<file path="src/rtl/data_reg_bank_stream.sv">
// Parametrised DEPTH x WIDTH data register bank with parallel/addressed writes and a
// valid/ready stream-out engine. Optional synchronous clear port under REGBANK_CLEAR_EN.
module data_reg_bank_stream #(
    parameter  int WIDTH  = 32,
    parameter  int DEPTH  = 4,
    localparam int ADDR_W = $clog2(DEPTH)
) (
    input  logic                     clk,
    input  logic                     resetN,
    input  logic [WIDTH*DEPTH-1:0]   inAll,
    input  logic                     writeAll,
    input  logic [WIDTH-1:0]         dataIn,
    input  logic [ADDR_W-1:0]        address,
    input  logic                     writeAddress,
`ifdef REGBANK_CLEAR_EN
    input  logic                     clearAll,
`endif
    output logic [WIDTH*DEPTH-1:0]   outAll,
    input  logic                     streamStart,
    input  logic                     streamReady,
    output logic                     streamValid,
    output logic [WIDTH-1:0]         streamData,
    output logic [ADDR_W-1:0]        streamIndex,
    output logic                     streamBusy,
    output logic                     streamDone
);

    typedef enum logic {
        IDLE   = 1'b0,
        STREAM = 1'b1
    } state_t;

    localparam logic [ADDR_W:0]   DEPTH_W = (ADDR_W + 1)'(DEPTH);
    localparam logic [ADDR_W-1:0] LAST_IDX = ADDR_W'(DEPTH - 1);

    logic [DEPTH-1:0][WIDTH-1:0] mem_q, mem_d;
    state_t                      state_q, state_d;
    logic                        valid_q, valid_d;
    logic [WIDTH-1:0]            data_q, data_d;
    logic [ADDR_W-1:0]           index_q, index_d;
    logic                        done_q, done_d;

    always_comb begin
        mem_d = mem_q;
`ifdef REGBANK_CLEAR_EN
        if (clearAll) begin
            mem_d = '0;
        end else
`endif
        if (writeAll) begin
            mem_d = inAll;
        end else if (writeAddress && ({1'b0, address} < DEPTH_W)) begin
            mem_d[address] = dataIn;
        end
    end

    // Stream fetches always read mem_q, i.e. the contents before any same-edge write.
    always_comb begin
        state_d = state_q;
        valid_d = valid_q;
        data_d  = data_q;
        index_d = index_q;
        done_d  = 1'b0;
        unique case (state_q)
            IDLE: begin
                if (streamStart) begin
                    data_d  = mem_q[0];
                    index_d = '0;
                    valid_d = 1'b1;
                    state_d = STREAM;
                end
            end
            STREAM: begin
                if (valid_q && streamReady) begin
                    if (index_q == LAST_IDX) begin
                        valid_d = 1'b0;
                        done_d  = 1'b1;
                        index_d = '0;
                        state_d = IDLE;
                    end else begin
                        index_d = index_q + 1'b1;
                        data_d  = mem_q[index_q + 1'b1];
                    end
                end
            end
            default: state_d = IDLE;
        endcase
    end

    always_ff @(posedge clk or negedge resetN) begin
        if (!resetN) begin
            mem_q   <= '0;
            state_q <= IDLE;
            valid_q <= 1'b0;
            data_q  <= '0;
            index_q <= '0;
            done_q  <= 1'b0;
        end else begin
            mem_q   <= mem_d;
            state_q <= state_d;
            valid_q <= valid_d;
            data_q  <= data_d;
            index_q <= index_d;
            done_q  <= done_d;
        end
    end

    assign outAll      = mem_q;
    assign streamValid = valid_q;
    assign streamData  = data_q;
    assign streamIndex = index_q;
    assign streamBusy  = (state_q == STREAM);
    assign streamDone  = done_q;

endmodule

</file>
<file path="config.mk">
export PLATFORM = sky130hd
export DESIGN_NAME = data_reg_bank_stream
export DESIGN_NICKNAME = d
export VERILOG_FILES = /design/src/rtl/data_reg_bank_stream.sv
export SDC_FILE = /design/constraint.sdc
export NUM_CORES = 1
export LEC_CHECK = 0
export CAP_MARGIN = 20
export CORE_AREA = 3 3 127 129
export DETAILED_ROUTE_END_ITERATION = 7
export DIE_AREA = 0 0 130 132
export DONT_BUFFER_PORTS = 1
export PLACE_DENSITY = 0.71
export SLEW_MARGIN = 30
export SYNTH_ARGS = -nofsm -noshare
export SYNTH_HDL_FRONTEND = slang
export SYNTH_SLANG_ARGS = --single-unit
export TNS_END_PERCENT = 100
</file>
<file path="constraint.sdc">
create_clock -name clk -period 2.1 [get_ports clk]
set_input_delay 0.42 -clock clk [delete_from_list [all_inputs] [get_ports clk]]
set_output_delay 0.42 -clock clk [all_outputs]
set_load 0.01 [all_outputs]
</file>
==> impl_metrics.ini <==
[clock_network]
clk_pin_slew_ns = 0.06
root_buffer = clkbuf_16
numCtsBuffers = 17
htreeDepth = 4
post_cts_buffers = 0
cts_tree = built
clkLatencyLatePin_ns = 0.42
cts_buffer_depth = 2
clock-sinks = 165
ctsResizeCount = 0

[logic_synthesis]
syn-instance-count = 808
yosys-top-cells-area = dfrtp_1 (49%), mux2i_1 (15%), o21ai_1 (7.5%), nand2_1 (5.8%), a221oi_2 (5.3%)
yosysTopAreaCell = dfrtp_1
ys.flop_type = dfrtp_1
yosys.area_share.simple_pct = 6.87
ys_seq_area_share_pct = 48.6
synth_warnings = 0
syn-num-nets = 977
synth_compound_area_share_pct = 19.0
synth_cell_type_count = 30
ys_seq_elements = 165
syn_area_um2 = 8490
synth_fa_ha_area_share_pct = 0.147
synth_xor_area_share_pct = 0.103
synthArstFlopShare_pct = 100
avgSynthCellArea_um2 = 10.5
synth_top_family_by_area = multiplexers
yosysTopAreaCellShare_pct = 48.6
muxShareOfSynthArea_pct = 19.5
synth_edf_count = 0

[finish]
antenna_cells = 0
drive_above_1_share_pct = 10.9
multi_input_area_um2 = 3890
register_area_um2 = 4130
fin_util_pct = 60.4
nNetsFinal = 936
fin_cells = 967
synthToLayoutAreaGrowth_pct = 7.72
fillCellCount = 1251

[routing]
drtIter0Drc = 584
met1Wirelength_mm = 9.34
wl_met3_mm = 2.17
top_layer = met4
viasPerCell = 6.60
ant_nets = 0
post_drt_wl_per_cell_um = 25.1
vias = 6378
met2_length_mm = 12.2
first_pass_iters = 6
drt-total-wl_mm = 24.2
drc_errors = 0

[timing]
min_period_ns = 1.96
setup_tns_ns = 0
setup_viol = 0
worst_hold_slack_ns = -0.307
final.period_utilization_pct = 93.5
max_freq_ghz = 0.509
finClkSkew_ns = 0.00694
grt_setup_unrepaired = no
finalMaxSlewViolations = 0
report.final.hold_viol_count = 165
relSlewSlack_pct = 54.0
worstMarginPinSlew_ns = 0.690

[floorplan]
start_util_pct = 56.1
ioPinCount = 333
die_h_um = 132
row_count = 45
die_area_um2 = 17200
core_um2 = 15100
die_w_um = 130

[critical_path]
endpoint_kind = register
rr_startpoint = streamIndex[1]$_DFFE_PN0P_
cp_num_cells = 5
r2r-end = streamData[9]$_DFFE_PN0P_
max_stage_delay_ns = 0.46
path_class = reg2reg
start_kind = register
critPathRequiredTime_ns = 2.42
cpMaxStageDelayCell = dfrtp_1
critPathBufInv = 1
path_max_fanout = 17
regToRegSetupSlack_ns = 0.14
r2r_cells = 5
path_cells = ha_2 -> nand4b_1 -> and2_2 -> buf_12 -> a221oi_2
crit_family = simple AND/OR/NAND/NOR gates
arrival_ns = 2.28

[power]
leakage_nw = 4.34
power.density_nw_per_um2 = 1300
total_power_w = 0.0119
ir_worst_vdd_mv = 0.833

[placement]
hpwl_mm = 16.3
dp_cells = 936
portBuffers = 0
gp_congestion = 0.825

[grt]
grt_use_total_pct = 27.7
grt_pass1_vias = 6599
grt-ovfl-total = 0
grt_antenna_before_repair = 0
grt_first_pass_wirelength_mm = 37.0
grt_max_degree = 257

[status]
failed_checks = negative hold slack
status = finished, violations left

[hold_path]
holdCritPathClass = in2async

[run]
drv_cap = 0
-- cell type report --
cell class              instances  share of cell area (%)
clock inverters                10                    1.15
multi-input cells             535                    42.6
flip-flops and latches        165                    45.2
clock buffers                  21                    5.14
repair buffers                 15                    2.05
well taps                     188                    2.57
inverters                      33                    1.35
-- cells in the mapped netlist (all sizes together), types with 2 or more instances --
library cell,instances
dfrtp,165
nand2,131
mux2i,129
o21ai,128
a221oi,64
clkbuf,41
buf,34
inv,33
mux2,32
o22ai,31
nor2,3
nor3b,3
a21o,2
nand2b,2
nand3b,2
-- cell families (layout without fill, tap and decap cells) --
family,count (synthesis),count (layout)
buffers and inverters,108,79
muxes,161,161
DFF,165,165
and+or+nand+nor,145,145
adders and majority gates,1,1
AOI/OAI and AO/OA,227,227
xor gates and xnor gates,1,1
-- report_power, final --
part,internal [W],switching [W]
registers,0.00380,0.000936
clock network,0.00183,0.00122
logic,0.00180,0.00231
total,0.00742,0.00447
-- layer usage --
| metal | track usage [%] | vias to the layer above |
|---|---|---|
| li1 | - | 2852 |
| met1 | 33.3 | 3173 |
| met2 | 46.7 | 314 |
| met3 | 8.83 | 39 |
| met4 | 9.64 | 0 |
| met5 | 0 | - |
-- registers in the layout, summed over array words and instances (netlist names) --
register and flops:
outAll 128, streamValid 1, streamData 32, streamDone 1
streamBusy 1, streamIndex 2
-- worst reg2reg max path, delay by kind of cell (launching register included) --
kind	cells	cell delay, ns
and+or+nand+nor	2	0.61
DFF	1	0.46
AOI/OAI and AO/OA	1	0.30
buffers and inverters	1	0.27
adders and majority gates	1	0.24
-- worst max path at each step --
stage / startpoint / end
4_1_cts: streamIndex[1]$_DFFE_PN0P_ / streamData[9]$_DFFE_PN0P_
6_report: streamIndex[1]$_DFFE_PN0P_ / streamData[9]$_DFFE_PN0P_
2_1_floorplan: streamIndex[1]$_DFFE_PN0P_ / streamData[10]$_DFFE_PN0P_
5_1_grt: streamIndex[1]$_DFFE_PN0P_ / streamData[9]$_DFFE_PN0P_
3_3_place_gp: streamIndex[1]$_DFFE_PN0P_ / streamData[4]$_DFFE_PN0P_
3_5_place_dp: streamIndex[1]$_DFFE_PN0P_ / streamData[9]$_DFFE_PN0P_
-- per-stage QoR --
step / worst slack (ns) / hold WS [ns] / instance area (um^2)
4_1_cts: 0.142 / -0.321 / 9150
3_3_place_gp: 0.259 / 0.129 / 8570
6_report: 0.136 / -0.307 / 9150
2_1_floorplan: 0.338 / 0.124 / 8490
3_5_place_dp: 0.140 / 0.128 / 8570
5_1_grt: 0.0469 / -0.331 / 9150
-- placed cells by master, fill, tap and decap left out, types with 9 or more instances in the layout --
cell type  count
dfrtp_1      163
buf_4          9
mux2i_1      129
inv_1         33
nand2_1      131
a221oi_2      30
o22ai_1       31
o21ai_1      127
mux2_1        31
a221oi_1      34
clkbuf_16     17
Note: power is estimated with default switching activity, not from simulation.
